$ cat config.mk
export PLATFORM = sky130hd
export DESIGN_NAME = mem_arbiter_flat
export DESIGN_NICKNAME = d
export VERILOG_FILES = /design/src/rtl/mem_arbiter_pkg.sv /design/src/rtl/mem_arbiter_if.sv /design/src/rtl/mem_arbiter.sv /design/src/flat_wrapper.sv
export SDC_FILE = /design/constraint.sdc
export NUM_CORES = 1
export LEC_CHECK = 0
export ABC_AREA = 1
export CAP_MARGIN = 10
export CORE_AREA = 4 4 105 107
export DETAILED_ROUTE_END_ITERATION = 8
export DIE_AREA = 0 0 109 111
export PLACE_DENSITY = 0.73
export SYNTH_ARGS = -nofsm -noshare
export SYNTH_HDL_FRONTEND = slang
export SYNTH_SLANG_ARGS = --single-unit
$ cat constraint.sdc
create_clock -name clock -period 1.4 [get_ports clock]
set_input_delay 0.28 -clock clock [delete_from_list [all_inputs] [get_ports clock]]
set_output_delay 0.28 -clock clock [all_outputs]
set_load 0.01 [all_outputs]
$ cat src/rtl/mem_arbiter_pkg.sv
// -----------------------------------------------------------------------------
// mem_arbiter_pkg
// Constants and types shared by the CPU memory port, the video frame-buffer
// fetch port, the SSRAM controller and the arbiter that sits between them.
//   - Bus widths: 30-bit word address, 32-bit data, 4 byte enables, 2-bit id.
//   - Transaction ids: ID_NONE (no return data), ID_DC / ID_IC (CPU caches),
//     ID_FB (frame-buffer fetch).
//   - grant_state_t: the arbiter's grant-lock state.
// -----------------------------------------------------------------------------
package mem_arbiter_pkg;

    localparam int ADDR_W = 30;
    localparam int DATA_W = 32;
    localparam int MASK_W = DATA_W / 8;
    localparam int ID_W   = 2;

    typedef logic [ID_W-1:0] id_t;

    localparam id_t ID_NONE = 2'd0;
    localparam id_t ID_DC   = 2'd1;
    localparam id_t ID_IC   = 2'd2;
    localparam id_t ID_FB   = 2'd3;

    // GRANT_FREE: arbitrate this cycle.
    // GRANT_CPU / GRANT_FB: the named master stalled last cycle and keeps the
    // slave until its transfer is accepted.
    typedef enum logic [1:0] {
        GRANT_FREE = 2'd0,
        GRANT_CPU  = 2'd1,
        GRANT_FB   = 2'd2
    } grant_state_t;

endpackage

$ cat src/rtl/mem_arbiter_if.sv
// -----------------------------------------------------------------------------
// mem_arbiter_if
// Bundles the three memory ports around the arbiter:
//   cpu_*  : CPU (yari) request port, read return tagged by cpu_readdataid
//   fb_*   : video frame-buffer read-only fetch port
//   mem_*  : SSRAM controller port
// Modports:
//   slave  : the arbiter's view (takes CPU/FB requests, drives the SSRAM port)
//   master : the surrounding system's view (CPU, video and SSRAM together)
// -----------------------------------------------------------------------------
interface mem_arbiter_if;
    import mem_arbiter_pkg::*;

    // CPU port
    logic              cpu_waitrequest;
    logic [ID_W-1:0]   cpu_id;
    logic [ADDR_W-1:0] cpu_address;
    logic              cpu_read;
    logic              cpu_write;
    logic [DATA_W-1:0] cpu_writedata;
    logic [MASK_W-1:0] cpu_writedatamask;
    logic [DATA_W-1:0] cpu_readdata;
    logic [ID_W-1:0]   cpu_readdataid;

    // Frame-buffer port
    logic              fb_waitrequest;
    logic [ADDR_W-1:0] fb_address;
    logic              fb_read;
    logic [DATA_W-1:0] fb_readdata;
    logic              fb_readdatavalid;

    // SSRAM controller port
    logic              mem_waitrequest;
    logic [ID_W-1:0]   mem_id;
    logic [ADDR_W-1:0] mem_address;
    logic              mem_read;
    logic              mem_write;
    logic [DATA_W-1:0] mem_writedata;
    logic [MASK_W-1:0] mem_writedatamask;
    logic [DATA_W-1:0] mem_readdata;
    logic [ID_W-1:0]   mem_readdataid;

    modport slave (
        input  cpu_id, cpu_address, cpu_read, cpu_write,
               cpu_writedata, cpu_writedatamask,
        output cpu_waitrequest, cpu_readdata, cpu_readdataid,
        input  fb_address, fb_read,
        output fb_waitrequest, fb_readdata, fb_readdatavalid,
        input  mem_waitrequest, mem_readdata, mem_readdataid,
        output mem_id, mem_address, mem_read, mem_write,
               mem_writedata, mem_writedatamask
    );

    modport master (
        output cpu_id, cpu_address, cpu_read, cpu_write,
               cpu_writedata, cpu_writedatamask,
        input  cpu_waitrequest, cpu_readdata, cpu_readdataid,
        output fb_address, fb_read,
        input  fb_waitrequest, fb_readdata, fb_readdatavalid,
        output mem_waitrequest, mem_readdata, mem_readdataid,
        input  mem_id, mem_address, mem_read, mem_write,
               mem_writedata, mem_writedatamask
    );

endinterface

$ cat src/rtl/mem_arbiter.sv
// -----------------------------------------------------------------------------
// mem_arbiter
// Two-master / one-slave arbiter: CPU and video frame-buffer fetch share the
// SSRAM controller. Video has priority, but after FB_MAX_RUN consecutive
// accepted FB transfers with the CPU waiting, the CPU gets one slot. A master
// that is stalled by the slave keeps the grant until its transfer is accepted.
// Read data is returned combinationally and steered by mem_readdataid.
// Ports:
//   clock  : master clock
//   reset  : synchronous, active-high
//   bus    : mem_arbiter_if.slave (cpu_*, fb_*, mem_* signal groups)
// Parameters:
//   FB_MAX_RUN : FB transfers allowed in a row while the CPU waits
//   ID_FB      : id stamped on FB requests and recognised on read returns
//   ID_NONE    : cpu_readdataid value meaning "no CPU data this cycle"
// -----------------------------------------------------------------------------
module mem_arbiter #(
    parameter int         FB_MAX_RUN = 8,
    parameter logic [1:0] ID_FB      = mem_arbiter_pkg::ID_FB,
    parameter logic [1:0] ID_NONE    = mem_arbiter_pkg::ID_NONE
) (
    input  logic          clock,
    input  logic          reset,
    mem_arbiter_if.slave  bus
);
    import mem_arbiter_pkg::*;

    localparam int             RUN_W   = $clog2(FB_MAX_RUN + 1);
    localparam logic [RUN_W-1:0] RUN_MAX = RUN_W'(FB_MAX_RUN);

    grant_state_t     state;
    grant_state_t     state_next;
    logic [RUN_W-1:0] fb_run;

    logic cpu_req;
    logic fb_req;
    logic sel_fb;
    logic sel_req;
    logic accept_cpu;
    logic accept_fb;

    // Saturating increment of the FB run length.
    function automatic logic [RUN_W-1:0] run_inc(input logic [RUN_W-1:0] run);
        if (run >= RUN_MAX) begin
            return RUN_MAX;
        end
        return run + 1'b1;
    endfunction

    assign cpu_req = bus.cpu_read | bus.cpu_write;
    assign fb_req  = bus.fb_read;

    // Grant selection. A locked grant ignores the other master entirely; only
    // a free arbiter with both masters requesting consults the run counter.
    always_comb begin
        sel_fb = fb_req;
        unique case (state)
            GRANT_CPU: sel_fb = 1'b0;
            GRANT_FB:  sel_fb = 1'b1;
            default: begin
                if (cpu_req && fb_req) begin
                    sel_fb = (fb_run < RUN_MAX);
                end else begin
                    sel_fb = fb_req;
                end
            end
        endcase
    end

    assign sel_req    = sel_fb ? fb_req : cpu_req;
    assign accept_fb  = sel_fb & fb_req & ~bus.mem_waitrequest;
    assign accept_cpu = ~sel_fb & cpu_req & ~bus.mem_waitrequest;

    // Grant-lock state register.
    always_ff @(posedge clock) begin
        if (reset) begin
            state <= GRANT_FREE;
        end else begin
            state <= state_next;
        end
    end

    // Next grant state. Lock only while the selected master is stalled. An
    // accepted transfer frees the arbiter, and so does a locked owner that
    // dropped its request (illegal under the Avalon hold rule, but recovering
    // is cheaper than wedging the bus).
    always_comb begin
        state_next = GRANT_FREE;
        if (sel_req && bus.mem_waitrequest) begin
            state_next = sel_fb ? GRANT_FB : GRANT_CPU;
        end
    end

    // FB run length: counts FB accepts that the CPU had to wait through.
    // Cleared as soon as the CPU is served or stops asking.
    always_ff @(posedge clock) begin
        if (reset) begin
            fb_run <= '0;
        end else if (!cpu_req || accept_cpu) begin
            fb_run <= '0;
        end else if (accept_fb) begin
            fb_run <= run_inc(fb_run);
        end
    end

    // Forwarding and wait outputs. Write data and mask always come from the
    // CPU; the slave ignores them on an FB read.
    always_comb begin
        bus.mem_id            = bus.cpu_id;
        bus.mem_address       = bus.cpu_address;
        bus.mem_read          = bus.cpu_read;
        bus.mem_write         = bus.cpu_write;
        bus.mem_writedata     = bus.cpu_writedata;
        bus.mem_writedatamask = bus.cpu_writedatamask;
        if (sel_fb) begin
            bus.mem_id      = ID_FB;
            bus.mem_address = bus.fb_address;
            bus.mem_read    = bus.fb_read;
            bus.mem_write   = 1'b0;
        end
        // The unselected master is held off even when it is not requesting.
        bus.cpu_waitrequest = bus.mem_waitrequest | sel_fb;
        bus.fb_waitrequest  = bus.mem_waitrequest | ~sel_fb;
    end

    // Read return: no storage, the tag alone decides the recipient, so
    // out-of-order returns from the slave need no tracking here.
    always_comb begin
        bus.cpu_readdata     = bus.mem_readdata;
        bus.fb_readdata      = bus.mem_readdata;
        bus.fb_readdatavalid = (bus.mem_readdataid == ID_FB);
        bus.cpu_readdataid   = (bus.mem_readdataid == ID_FB) ? ID_NONE
                                                              : bus.mem_readdataid;
    end

endmodule

$ cat src/flat_wrapper.sv
// flat-port wrapper written by rule: the top's interface ports become plain ports
module mem_arbiter_flat import mem_arbiter_pkg::*;
#(
    parameter int         FB_MAX_RUN = 8,
    parameter logic [1:0] ID_FB      = mem_arbiter_pkg::ID_FB,
    parameter logic [1:0] ID_NONE    = mem_arbiter_pkg::ID_NONE
)
  (clock, reset, bus_cpu_id, bus_cpu_address, bus_cpu_read, bus_cpu_write, bus_cpu_writedata, bus_cpu_writedatamask, bus_cpu_waitrequest, bus_cpu_readdata, bus_cpu_readdataid, bus_fb_address, bus_fb_read, bus_fb_waitrequest, bus_fb_readdata, bus_fb_readdatavalid, bus_mem_waitrequest, bus_mem_readdata, bus_mem_readdataid, bus_mem_id, bus_mem_address, bus_mem_read, bus_mem_write, bus_mem_writedata, bus_mem_writedatamask);
  mem_arbiter_if bus_i ();
  input  logic clock;
  input  logic reset;
  input wire logic [$bits(bus_i.cpu_id)-1:0] bus_cpu_id;
  input wire logic [$bits(bus_i.cpu_address)-1:0] bus_cpu_address;
  input wire logic [$bits(bus_i.cpu_read)-1:0] bus_cpu_read;
  input wire logic [$bits(bus_i.cpu_write)-1:0] bus_cpu_write;
  input wire logic [$bits(bus_i.cpu_writedata)-1:0] bus_cpu_writedata;
  input wire logic [$bits(bus_i.cpu_writedatamask)-1:0] bus_cpu_writedatamask;
  output wire logic [$bits(bus_i.cpu_waitrequest)-1:0] bus_cpu_waitrequest;
  output wire logic [$bits(bus_i.cpu_readdata)-1:0] bus_cpu_readdata;
  output wire logic [$bits(bus_i.cpu_readdataid)-1:0] bus_cpu_readdataid;
  input wire logic [$bits(bus_i.fb_address)-1:0] bus_fb_address;
  input wire logic [$bits(bus_i.fb_read)-1:0] bus_fb_read;
  output wire logic [$bits(bus_i.fb_waitrequest)-1:0] bus_fb_waitrequest;
  output wire logic [$bits(bus_i.fb_readdata)-1:0] bus_fb_readdata;
  output wire logic [$bits(bus_i.fb_readdatavalid)-1:0] bus_fb_readdatavalid;
  input wire logic [$bits(bus_i.mem_waitrequest)-1:0] bus_mem_waitrequest;
  input wire logic [$bits(bus_i.mem_readdata)-1:0] bus_mem_readdata;
  input wire logic [$bits(bus_i.mem_readdataid)-1:0] bus_mem_readdataid;
  output wire logic [$bits(bus_i.mem_id)-1:0] bus_mem_id;
  output wire logic [$bits(bus_i.mem_address)-1:0] bus_mem_address;
  output wire logic [$bits(bus_i.mem_read)-1:0] bus_mem_read;
  output wire logic [$bits(bus_i.mem_write)-1:0] bus_mem_write;
  output wire logic [$bits(bus_i.mem_writedata)-1:0] bus_mem_writedata;
  output wire logic [$bits(bus_i.mem_writedatamask)-1:0] bus_mem_writedatamask;
  assign bus_i.cpu_id = bus_cpu_id;
  assign bus_i.cpu_address = bus_cpu_address;
  assign bus_i.cpu_read = bus_cpu_read;
  assign bus_i.cpu_write = bus_cpu_write;
  assign bus_i.cpu_writedata = bus_cpu_writedata;
  assign bus_i.cpu_writedatamask = bus_cpu_writedatamask;
  assign bus_cpu_waitrequest = bus_i.cpu_waitrequest;
  assign bus_cpu_readdata = bus_i.cpu_readdata;
  assign bus_cpu_readdataid = bus_i.cpu_readdataid;
  assign bus_i.fb_address = bus_fb_address;
  assign bus_i.fb_read = bus_fb_read;
  assign bus_fb_waitrequest = bus_i.fb_waitrequest;
  assign bus_fb_readdata = bus_i.fb_readdata;
  assign bus_fb_readdatavalid = bus_i.fb_readdatavalid;
  assign bus_i.mem_waitrequest = bus_mem_waitrequest;
  assign bus_i.mem_readdata = bus_mem_readdata;
  assign bus_i.mem_readdataid = bus_mem_readdataid;
  assign bus_mem_id = bus_i.mem_id;
  assign bus_mem_address = bus_i.mem_address;
  assign bus_mem_read = bus_i.mem_read;
  assign bus_mem_write = bus_i.mem_write;
  assign bus_mem_writedata = bus_i.mem_writedata;
  assign bus_mem_writedatamask = bus_i.mem_writedatamask;
  mem_arbiter #(.FB_MAX_RUN(FB_MAX_RUN), .ID_FB(ID_FB), .ID_NONE(ID_NONE)) u_core (.clock(clock), .reset(reset), .bus(bus_i));
endmodule
==> results of run 1 <==
flip-flops by register name, summed over array words and instances (netlist names):
name / flops
u_core.state: 2
u_core.fb_run: 4
worst max-delay path: cells and delay by family (launching register included):
family                     cells  cell delay [ns]
buffers and inverters          6             0.64
DFF                            1             0.31
and+or+nand+nor                5             0.29
adders and majority gates      1             0.27
cells in the mapped netlist:
library cell               number
sky130_fd_sc_hd__nand3_1        2
sky130_fd_sc_hd__o211ai_1       1
sky130_fd_sc_hd__buf_4        103
sky130_fd_sc_hd__inv_2          1
sky130_fd_sc_hd__nand2_4        1
sky130_fd_sc_hd__dfxtp_1        6
sky130_fd_sc_hd__o21a_1         1
sky130_fd_sc_hd__nor2_1         7
sky130_fd_sc_hd__inv_1         16
sky130_fd_sc_hd__buf_6          2
sky130_fd_sc_hd__nand2_1      103
sky130_fd_sc_hd__or2_1          2
sky130_fd_sc_hd__ha_1           3
sky130_fd_sc_hd__clkinv_1       1
sky130_fd_sc_hd__nand2_2        3
sky130_fd_sc_hd__a21oi_1        6
sky130_fd_sc_hd__buf_2          2
sky130_fd_sc_hd__nor3_1         1
sky130_fd_sc_hd__nand4_1        3
power breakdown:
group          total, uW  internal, uW  switching, uW
clock                267           185           82.2
sequential           179           177           2.46
combinational        976           574            402
through the flow:
| step | setup WS (ns) | TNS, ns | total power (uW) | hold slack, ns | instance area, um2 |
|---|---|---|---|---|---|
| after global routing | -0.696 | -22.37 | 1520 | 0.520 | 2560 |
| final | -0.630 | -19.32 | 1420 | 0.505 | 2560 |
| after floorplan | -0.103 | -2.78 | 773 | 0.443 | 1630 |
| after CTS | -0.630 | -18.27 | 1340 | 0.491 | 2410 |
| after detailed placement | -0.950 | -35.34 | 971 | 0.486 | 2180 |
| after global placement | -0.944 | -34.40 | 961 | 0.468 | 2180 |
per-layer routing:
metal / track usage [%] / up-vias / part of all wire (%)
li1: - / 753 / -
met1: 7.34 / 672 / 31
met2: 15.9 / 116 / 50
met3: 5.07 / 28 / 16
met4: 4.29 / 0 / 3.1
met5: 0 / - / 0
final cells by class:
type	count	area [um2]	share of cell area, %
Tap cell	136	170	6.63
Multi-Input combinational cell	133	779	30.4
Inverter	18	77.6	3.02
Sequential cell	6	121	4.73
Clock buffer	3	41.3	1.61
Timing Repair Buffer	135	1380	53.6
final timing paths:
path         cells past startpoint             start  slack [ns]                  end
max                             12   u_core.state[0]       -0.63  bus_mem_address[27]
min                              2  u_core.fb_run[2]        0.51     u_core.fb_run[2]
max reg2reg                     12   u_core.state[0]       -0.19     u_core.fb_run[0]
min reg2reg                      2  u_core.fb_run[2]        0.51     u_core.fb_run[2]
layout by cell type (no fill, tap or decap), drive strengths merged, types with 2 or more instances in the layout:
master | Yosys | final
inv | 17 | 18
ha | 3 | 3
dlygate4sd2 | 0 | 2
a21oi | 6 | 6
or2 | 2 | 2
nand2 | 107 | 107
nor2 | 7 | 7
buf | 107 | 63
nand4 | 3 | 3
nand3 | 2 | 2
clkbuf | 0 | 5
clkdlybuf4s50 | 0 | 66
dfxtp | 6 | 6
cells by family after synthesis:
| kind of cell | count (synthesis) | share of synthesized area [%] |
|---|---|---|
| AOI/OAI and AO/OA | 8 | 2.88 |
| adders and majority gates | 3 | 2.40 |
| buffers and inverters | 125 | 55.8 |
| DFF | 6 | 7.67 |
| and+or+nand+nor | 122 | 31.3 |
timing repair:
item / in CTS / in global routing
gates resized for setup: 206 / 35
setup endpoints to repair: 44 / 43
gates cloned: 2 / 2
pin swaps: 4 / 5
setup buffers: 9 / 4
==> results.cfg, run 1 <==
[min_path]
hold_path_class = register to register

[floorplan]
die_width_um = 109
floorplan.die_area_mm2 = 0.0121
pin_count = 277
core_mm2 = 0.0101
die_height_um = 111
row_count = 37
start_util_pct = 15.4

[finish]
num-fill-cells = 1092
final_cells = 431
finalCoreUtilization_pct = 25.3
final_nets = 438
final_layout_size_suffix_gt1_share_pct = 45.8
layout-area-overhead-vs-synth_pct = 63.9
number_of_diodes = 0

[global_route]
groute.usage.overall_pct = 8.73
grt_pass1_wl_mm = 8.30
grt_max_degree = 29
via_count_of_the_first_global_routing_pass = 1600
grt_overflow_total = 0
grt_antenna_before_repair = 0

[timing]
rsz0062_at_grt = yes
timing.slew.headroom_pct = 86.3
timing_max_transition_violations_final = 0
clock-skew-final_ns = 0.00252
clock_period_minus_final_worst_setup_slack_ns = 2.03
tightestPinTransition_ns = 0.204
achievable-frequency_mhz = 492
setup_viol = 42
final.period_utilization_pct = 145
final.setup.worst_slack_ns = -0.630
hold_viol = 0

[synthesis]
yosys.area.top_type_share_pct = 49.4
yosysSeqAreaShare_pct = 7.67
yosys_warnings = 0
yosysUniqueCellTypes = 19
synth_top_cells_by_area = sky130_fd_sc_hd__buf_4 49%, sky130_fd_sc_hd__nand2_1 25%, sky130_fd_sc_hd__dfxtp_1 7.7%, sky130_fd_sc_hd__inv_1 3.8%, sky130_fd_sc_hd__ha_1 2.4%
synthDominantAreaCellType = sky130_fd_sc_hd__buf_4
synth.cell_area_mm2 = 0.00157
avgSynthCellArea_um2 = 5.93
ys_seq_elements = 6
netlist_instances = 264
synth_nets = 405

[clock_network]
cts_max_level = 1
tritoncts = built
cts.sink_count = 6
clk_transition_reported_paths_ns = 0.04
max-clock-path-buffers = 2
cts-hold-fix-buffers = 0
worstSkewPairLatency_ns = 0.23
cts_made_buffers = 3
root_buffer = sky130_fd_sc_hd__clkbuf_8

[pwr]
p_leak_uw = 0.00122
max-vdd-ir-drop_mv = 0.339
power.density_cell_area_mw_per_mm2 = 555

[critical_path]
timing.critical_path.to_type = output port
crit_arrival_ns = 1.75
worstPathCellList = inv_2, ha_4, nand2_4, inv_4, nand2_4, nand2_8, inv_8, buf_12, bufbuf_16, nand2_1, nand2_1, buf_2
critical_path_required_ns = 1.12
critical_path.max_fanout = 5
cp-start-kind = register
cp_slowest_cell = sky130_fd_sc_hd__dfxtp_2
critical_path_class = register to output port
critical_path.max_stage_delay_ns = 0.31

[run_status]
failed_checks = negative setup slack
run_status = complete, but fails checks

[place]
placed_cells_incl_taps = 411
port_buffers = 108
detailed_place_hpwl_mm = 4.53
globalplace.congestion = 0.670

[drt]
drt-total-wl_mm = 6.22
drtPass1Iterations = 4
via_per_inst = 3.64
detailedRoute.firstIterationViolations = 39
num_vias = 1569
antenna_violating_nets_post_route = 0
drc = 0
wl_per_cell_um = 14.4

[flow_run]
drv_cap = 0
No activity file was read; power rests on OpenSTA's default activity.
==> run 2: changes to the inputs <==
Settings changed: CAP_MARGIN 10 to 5.
==> results of run 2 <==
No change in the layout: final DEF, timing and power equal those of run 1.
